--- src/rtl/board_pkg.sv ---
// board_pkg: shared cell/state types, board geometry and index helpers
package board_pkg;

    localparam int BOARD_DIM = 9;
    localparam int NUM_CELLS = BOARD_DIM * BOARD_DIM;
    localparam int PKT_BITS  = 2 * NUM_CELLS;

    typedef enum logic [1:0] {
        EMPTY   = 2'b00,
        BLACK   = 2'b01,
        WHITE   = 2'b10,
        INVALID = 2'b11
    } cell_t;

    typedef enum logic [1:0] {
        IDLE,
        SCAN,
        DONE
    } state_t;

    function automatic logic [3:0] idx_to_row(input logic [6:0] idx);
        return 4'(idx / 7'(BOARD_DIM));
    endfunction

    function automatic logic [3:0] idx_to_col(input logic [6:0] idx);
        return 4'(idx % 7'(BOARD_DIM));
    endfunction

endpackage

--- src/rtl/board_capture_if.sv ---
// board_capture_if: receiver payload, display read port and status signals
interface board_capture_if;
    import board_pkg::*;

    logic [PKT_BITS-1:0] data_in;
    logic                ready_in;
    logic [3:0]          rd_row;
    logic [3:0]          rd_col;
    logic [1:0]          rd_cell;
    logic                busy;
    logic                update_valid;
    logic                move_valid;
    logic [3:0]          move_row;
    logic [3:0]          move_col;
    logic [1:0]          move_colour;
    logic [6:0]          black_count;
    logic [6:0]          white_count;
    logic                pkt_err;
    logic                pkt_drop;

    modport slave (
        input  data_in, ready_in, rd_row, rd_col,
        output rd_cell, busy, update_valid, move_valid, move_row, move_col,
               move_colour, black_count, white_count, pkt_err, pkt_drop
    );

    modport master (
        output data_in, ready_in, rd_row, rd_col,
        input  rd_cell, busy, update_valid, move_valid, move_row, move_col,
               move_colour, black_count, white_count, pkt_err, pkt_drop
    );

endinterface

--- src/rtl/board_rd_port.sv ---
// board_rd_port: bounds-checked combinational cell read from a packed board
module board_rd_port
    import board_pkg::*;
(
    input  logic [PKT_BITS-1:0] board_i,
    input  logic [3:0]          row_i,
    input  logic [3:0]          col_i,
    output logic [1:0]          cell_o
);

    logic [7:0] idx;
    logic       in_range;

    assign in_range = (row_i < 4'(BOARD_DIM)) && (col_i < 4'(BOARD_DIM));
    assign idx      = 8'(row_i) * 8'(BOARD_DIM) + 8'(col_i);
    assign cell_o   = in_range ? board_i[{idx, 1'b0} +: 2] : 2'b00;

endmodule

--- src/rtl/board_capture.sv ---
// board_capture: validate, diff and commit 9x9 board snapshots from the receiver
module board_capture
    import board_pkg::*;
(
    input  logic            clk_in,
    input  logic            rst_in,
    board_capture_if.slave  bus
);

    state_t              state_q;
    logic                ready_last_q;
    logic [PKT_BITS-1:0] shadow_q;
    logic [PKT_BITS-1:0] board_q;
    logic [6:0]          idx_q;
    logic                err_q;
    logic [6:0]          diff_cnt_q;
    logic [6:0]          diff_idx_q;
    cell_t               diff_old_q;
    cell_t               diff_new_q;
    logic [6:0]          black_acc_q;
    logic [6:0]          white_acc_q;
    logic                update_valid_q;
    logic                move_valid_q;
    logic [3:0]          move_row_q;
    logic [3:0]          move_col_q;
    logic [1:0]          move_colour_q;
    logic [6:0]          black_count_q;
    logic [6:0]          white_count_q;
    logic                pkt_err_q;
    logic                pkt_drop_q;
    logic                capture;
    logic [1:0]          bd_raw;
    cell_t               sh_cell;
    cell_t               bd_cell;

    assign capture = bus.ready_in & ~ready_last_q;
    assign sh_cell = cell_t'(shadow_q[{idx_q, 1'b0} +: 2]);
    assign bd_cell = cell_t'(bd_raw);

    board_rd_port u_scan_rd (
        .board_i (board_q),
        .row_i   (idx_to_row(idx_q)),
        .col_i   (idx_to_col(idx_q)),
        .cell_o  (bd_raw)
    );

    board_rd_port u_disp_rd (
        .board_i (board_q),
        .row_i   (bus.rd_row),
        .col_i   (bus.rd_col),
        .cell_o  (bus.rd_cell)
    );

    assign bus.busy         = state_q != IDLE;
    assign bus.update_valid = update_valid_q;
    assign bus.move_valid   = move_valid_q;
    assign bus.move_row     = move_row_q;
    assign bus.move_col     = move_col_q;
    assign bus.move_colour  = move_colour_q;
    assign bus.black_count  = black_count_q;
    assign bus.white_count  = white_count_q;
    assign bus.pkt_err      = pkt_err_q;
    assign bus.pkt_drop     = pkt_drop_q;

    // Capture on ready rising edge, scan one cell per cycle, then commit or reject
    always_ff @(posedge clk_in) begin
        if (rst_in) begin
            state_q        <= IDLE;
            ready_last_q   <= 1'b1;
            shadow_q       <= '0;
            board_q        <= '0;
            idx_q          <= '0;
            err_q          <= 1'b0;
            diff_cnt_q     <= '0;
            diff_idx_q     <= '0;
            diff_old_q     <= EMPTY;
            diff_new_q     <= EMPTY;
            black_acc_q    <= '0;
            white_acc_q    <= '0;
            update_valid_q <= 1'b0;
            move_valid_q   <= 1'b0;
            move_row_q     <= '0;
            move_col_q     <= '0;
            move_colour_q  <= '0;
            black_count_q  <= '0;
            white_count_q  <= '0;
            pkt_err_q      <= 1'b0;
            pkt_drop_q     <= 1'b0;
        end else begin
            ready_last_q   <= bus.ready_in;
            update_valid_q <= 1'b0;
            move_valid_q   <= 1'b0;
            pkt_err_q      <= 1'b0;
            pkt_drop_q     <= capture && (state_q != IDLE);
            case (state_q)
                IDLE: begin
                    if (capture) begin
                        shadow_q    <= bus.data_in;
                        idx_q       <= '0;
                        err_q       <= 1'b0;
                        diff_cnt_q  <= '0;
                        black_acc_q <= '0;
                        white_acc_q <= '0;
                        state_q     <= SCAN;
                    end
                end
                SCAN: begin
                    if (sh_cell == INVALID) err_q <= 1'b1;
                    if (sh_cell != bd_cell) begin
                        diff_cnt_q <= diff_cnt_q + 7'd1;
                        diff_idx_q <= idx_q;
                        diff_old_q <= bd_cell;
                        diff_new_q <= sh_cell;
                    end
                    if (sh_cell == BLACK) black_acc_q <= black_acc_q + 7'd1;
                    if (sh_cell == WHITE) white_acc_q <= white_acc_q + 7'd1;
                    idx_q <= idx_q + 7'd1;
                    if (idx_q == 7'(NUM_CELLS - 1)) state_q <= DONE;
                end
                DONE: begin
                    if (err_q) begin
                        pkt_err_q <= 1'b1;
                    end else begin
                        board_q        <= shadow_q;
                        black_count_q  <= black_acc_q;
                        white_count_q  <= white_acc_q;
                        update_valid_q <= 1'b1;
                        if (diff_cnt_q == 7'd1 && diff_old_q == EMPTY && diff_new_q != EMPTY) begin
                            move_valid_q  <= 1'b1;
                            move_row_q    <= idx_to_row(diff_idx_q);
                            move_col_q    <= idx_to_col(diff_idx_q);
                            move_colour_q <= diff_new_q;
                        end
                    end
                    state_q <= IDLE;
                end
                default: state_q <= IDLE;
            endcase
        end
    end

endmodule

--- src/flat_wrapper.sv ---
// flat-port wrapper written by rule: the top's interface ports become plain ports
module board_capture_flat import board_pkg::*;
  (clk_in, rst_in, bus_data_in, bus_ready_in, bus_rd_row, bus_rd_col, bus_rd_cell, bus_busy, bus_update_valid, bus_move_valid, bus_move_row, bus_move_col, bus_move_colour, bus_black_count, bus_white_count, bus_pkt_err, bus_pkt_drop);
  board_capture_if bus_i ();
  input  logic clk_in;
  input  logic rst_in;
  input wire logic [$bits(bus_i.data_in)-1:0] bus_data_in;
  input wire logic [$bits(bus_i.ready_in)-1:0] bus_ready_in;
  input wire logic [$bits(bus_i.rd_row)-1:0] bus_rd_row;
  input wire logic [$bits(bus_i.rd_col)-1:0] bus_rd_col;
  output wire logic [$bits(bus_i.rd_cell)-1:0] bus_rd_cell;
  output wire logic [$bits(bus_i.busy)-1:0] bus_busy;
  output wire logic [$bits(bus_i.update_valid)-1:0] bus_update_valid;
  output wire logic [$bits(bus_i.move_valid)-1:0] bus_move_valid;
  output wire logic [$bits(bus_i.move_row)-1:0] bus_move_row;
  output wire logic [$bits(bus_i.move_col)-1:0] bus_move_col;
  output wire logic [$bits(bus_i.move_colour)-1:0] bus_move_colour;
  output wire logic [$bits(bus_i.black_count)-1:0] bus_black_count;
  output wire logic [$bits(bus_i.white_count)-1:0] bus_white_count;
  output wire logic [$bits(bus_i.pkt_err)-1:0] bus_pkt_err;
  output wire logic [$bits(bus_i.pkt_drop)-1:0] bus_pkt_drop;
  assign bus_i.data_in = bus_data_in;
  assign bus_i.ready_in = bus_ready_in;
  assign bus_i.rd_row = bus_rd_row;
  assign bus_i.rd_col = bus_rd_col;
  assign bus_rd_cell = bus_i.rd_cell;
  assign bus_busy = bus_i.busy;
  assign bus_update_valid = bus_i.update_valid;
  assign bus_move_valid = bus_i.move_valid;
  assign bus_move_row = bus_i.move_row;
  assign bus_move_col = bus_i.move_col;
  assign bus_move_colour = bus_i.move_colour;
  assign bus_black_count = bus_i.black_count;
  assign bus_white_count = bus_i.white_count;
  assign bus_pkt_err = bus_i.pkt_err;
  assign bus_pkt_drop = bus_i.pkt_drop;
  board_capture u_core (.clk_in(clk_in), .rst_in(rst_in), .bus(bus_i));
endmodule
--- config.mk ---
export PLATFORM = sky130hd
export DESIGN_NAME = board_capture_flat
export DESIGN_NICKNAME = d
export VERILOG_FILES = /design/src/rtl/board_pkg.sv /design/src/rtl/board_capture_if.sv /design/src/rtl/board_rd_port.sv /design/src/rtl/board_capture.sv /design/src/flat_wrapper.sv
export SDC_FILE = /design/constraint.sdc
export NUM_CORES = 1
export LEC_CHECK = 0
export ABC_AREA = 1
export CAP_MARGIN = 20
export CORE_AREA = 3 3 199 201
export DETAILED_ROUTE_END_ITERATION = 8
export DIE_AREA = 0 0 202 204
export PLACE_DENSITY = 0.82
export SYNTH_ARGS = -nofsm -noshare
export SYNTH_HDL_FRONTEND = slang
export SYNTH_SLANG_ARGS = --single-unit
export TNS_END_PERCENT = 100
--- constraint.sdc ---
create_clock -name clk_in -period 4.7 [get_ports clk_in]
set_input_delay 0.705 -clock clk_in [delete_from_list [all_inputs] [get_ports clk_in]]
set_output_delay 0.705 -clock clk_in [all_outputs]
set_load 0.02 [all_outputs]
==> impl_results.md <==
* Status: finished with violations
* Failing checks: setup timing
* Post-DP HPWL at 43,600 um
* Rel. slew slack at between 30% and 40%
* Hold-fix buffers, CTS at 0
* Die width at 202 um
* Slew @ Worst Pin at approximately 0.9 ns
* Final Hold Fails at 0
* Ys flop type: dfxtp_1
* Fillcell total at between 3,000 and 4,000
* Most frequent CP cell: nand2_4
* Area growth syn-to-layout at 26.1%
* Distinct cells, synth at 50
* Number of synthesized flops with an enable pin at 0
* Max clock buf depth at 3
* RSZ-0062 raised after global routing: yes
* Starting DRT DRC Count at approximately 2,000
* Drt first pass iters at 6
* Synth Area in Compound Gates at 31.2%
* Synth Instances at roughly 2,800
* Drt wl/cell at 18.2 um
* Mux contribution to synthesized area at 0%
* Yosys top cell area share at 40.3%
* Rows at 71
* R2R Path End: u_core.diff_cnt_q[4]
* Leak at ~9.8 nW
* Die ar. at 0.0412 mm^2
* Core Region at 0.0378 mm^2
* Synthesized flop and latch total at 395
* Worst EP arrival at 5.45 ns
* Placement Setup Slack at -0.595 ns
* MaxCap Viol Count at 0
* Clk slew on worst S/H paths at 0.06 ns
* Chip height at 204 um
* TritonCTS Sinks at between 300 and 400
* Crit. End Element: flip-flop
* Initial antenna violation count at 0
* Vias in the first global route at 19,400
* Synth Cell Area at 0.0196 mm^2
* FFs w/ async S/R, synth at 0%
* Final net count at 3,204
* ANT nets after route at 0
* Synth Area per Inst at between 6 and 7 um^2
* Num CTS Buffers at 41
* Total chip power at between 8 and 9 mW
* Vias per inst at between 5 and 6
* Sink of the worst hold path: u_core.white_acc_q[5]
* VDD IR max at 0.267 mV
* Net Count, Synth at 3,020
* Worst Path Class, Setup: flip-flop to flip-flop
* Req. time, crit path at approximately 5.1 ns
* Slowest cell on crit path: fa_2
* I/O pin count at between 200 and 250
* Ratio of cells with drive above 1 in the final layout at 11.8%
* Largest net degree at the start of global routing at 235
* Clk Latency, worst-skew pair at between 0.5 and 0.6 ns
* Startpoint types: flip-flop
* First-pass GRT wire length at 102,000 um
* R2R cell count at 37
* Synth area leader: dfxtp_1
* Fin Hold WS at 0.452 ns
* Fin util at 65.6%
* Largest fanout on the critical path at 6
* CTS tree: done
* Clock root cell: clkbuf_16
* Max incr delay on CP at 0.43 ns
* RR Startpoint: u_core.idx_q[3]
* Hold_sp: u_core.white_acc_q[5]
* Crit path time final at 5.01 ns
* Pwr dens at 326 mW/mm^2
* Max Freq at 0.200 GHz
* Fin. max-slew vios at 0
* Synth top area cells: dfxtp_1 40%, o21ai_0 15%, a21oi_1 12%
* Ant diodes at 0
* Synth Area in XOR/XNOR at less than 1%
* Flop2flop setup slack at -0.31 ns
* CP bufs+invs at 7
* Synth warnings at 0
* DRC violations left at 0
* RePlAce Congestion at between 0.9 and 1
* Register area share after synthesis at 40.3%
* Final setup fails at 18
* Vias at 20,500
* CP top delay family: simple AND/OR/NAND/NOR gates
* Initial Util at 52.0%
* Aggregate global routing overflow at 0
* Setup Skew at 0.0287 ns
* Final WS setup at -0.307 ns
* Post-Route WL at 64,500 um
* Final worst path period share at 107%
* Adder-Cell Fraction of Synth Area at about 2.4%
* Simple-gate portion of the synthesized area at 15.5%
* WHS Path Cells at 1
* PortBufs at 203
* Total GRT Usage at 30.1%
* Hold crit path type: flip-flop to flip-flop
* Htree depth at 2
* Largest family of logic cells by synthesized area: compound AO/OA/AOI/OAI gates
[worst max-delay path by stage]
| stage | startpoint | end | slack, ns | depth (start not counted) |
|---|---|---|---|---|
| 2_1_floorplan | u_core.idx_q[3] | u_core.diff_cnt_q[2] | 0.002 | 38 |
| 3_3_place_gp | u_core.idx_q[3] | u_core.diff_cnt_q[1] | -0.49 | 36 |
| 3_5_place_dp | u_core.idx_q[3] | u_core.diff_cnt_q[2] | -0.59 | 36 |
| 4_1_cts | u_core.idx_q[4] | u_core.diff_cnt_q[3] | -0.37 | 39 |
| 5_1_grt | u_core.idx_q[3] | u_core.diff_cnt_q[3] | -0.58 | 40 |
| 6_report | u_core.idx_q[3] | u_core.diff_cnt_q[4] | -0.31 | 37 |
[state kept, by name, summed over array words and instances, names as in the netlist, 4 cells and up]
register                flops
u_core.bus.move_row         4
u_core.bus.white_count      7
u_core.shadow_q           162
u_core.black_acc_q          7
u_core.idx_q                7
u_core.bus.move_col         4
u_core.white_acc_q          7
u_core.bus.black_count      7
u_core.diff_idx_q           7
u_core.board_q            162
u_core.diff_cnt_q           7
[through the flow]
stage	std cells	instance area, um^2	setup TNS, ns
floorplan	2810	19600	0
global placement	3444	22700	-8.87
detailed placement	3444	22700	-10.69
CTS	3529	24500	-5.26
global route	3535	24700	-9.29
finish	3535	24700	-4.45
[report_power, final]
| group | total [mW] | internal [mW] | switching (mW) |
|---|---|---|---|
| sequential | 3.47 | 3.42 | 0.0450 |
| combinational | 1.15 | 0.478 | 0.675 |
| clock | 3.45 | 2.03 | 1.42 |
| total | 8.07 | 5.93 | 2.14 |
[area by class of cell]
cell class / count / area, um^2 / area share [%]
timing repair buffer: 359 / 3400 / 13.8
timing repair inverter: 1 / 6.26 / 0.0253
clock buffer: 52 / 1120 / 4.51
inverter: 284 / 1090 / 4.42
clock inverter: 21 / 302 / 1.22
multi-input combinational: 1912 / 10300 / 41.5
sequential: 395 / 7920 / 32.0
tap: 511 / 639 / 2.58
[cell usage in the layout, fill, tap and decap left out, drive strengths merged, types with 2 or more instances in the layout]
cell type | Yosys | routed
a211oi | 14 | 14
a21boi | 2 | 2
a21oi | 472 | 472
a31oi | 7 | 7
buf | 32 | 156
bufinv | 0 | 6
clkbuf | 187 | 54
clkdlybuf4s50 | 0 | 201
clkinv | 3 | 12
clkinvlp | 0 | 5
dfxtp | 395 | 395
fa | 2 | 2
ha | 35 | 35
inv | 281 | 283
nand2 | 217 | 217
nand3 | 153 | 153
nand4 | 12 | 12
nor2 | 283 | 283
nor3 | 12 | 12
nor3b | 4 | 4
nor4 | 7 | 7
o211ai | 29 | 29
o21ai | 608 | 608
o21bai | 2 | 2
o221ai | 6 | 6
o22ai | 5 | 5
o311ai | 12 | 12
o31ai | 4 | 4
or2 | 2 | 2
or3 | 2 | 2
xnor2 | 5 | 5
xor2 | 10 | 10
[synthesized netlist by cell type, types with 12 or more instances]
cell        n
dfxtp_1   395
o211ai_1   29
nor2_1    282
nand2_2    20
nand2_1   189
o21ai_0   603
a211oi_1   14
a21oi_1   465
inv_1     272
nand3_1   152
nor3_1     12
ha_1       35
clkbuf_1  187
buf_2      19
[layer usage]
metal	track usage [%]	up-vias	routed length (um)	part of all wire, %
met2	49.5	913	29800	46
li1	-	9909	-	-
met5	0	-	0	0
met3	3.92	164	4680	7.3
met1	40.9	9510	28000	43
met4	10.7	0	2040	3.2
[logic make-up (layout without fill, tap and decap cells)]
group	after synthesis	count (layout)
buffers and inverters	503	717
and+or+nand+nor	693	693
xor gates and xnor gates	15	15
adders and majority gates	37	37
AOI/OAI and AO/OA	1167	1167
DFF	395	395
[repair_timing]
action	in CTS	in global routing
cloned	3	0
setup buffers	9	6
pin swaps	41	46
resized for setup	83	54
setup endpoints to repair	20	23
Note: power is estimated with default switching activity, not from simulation.
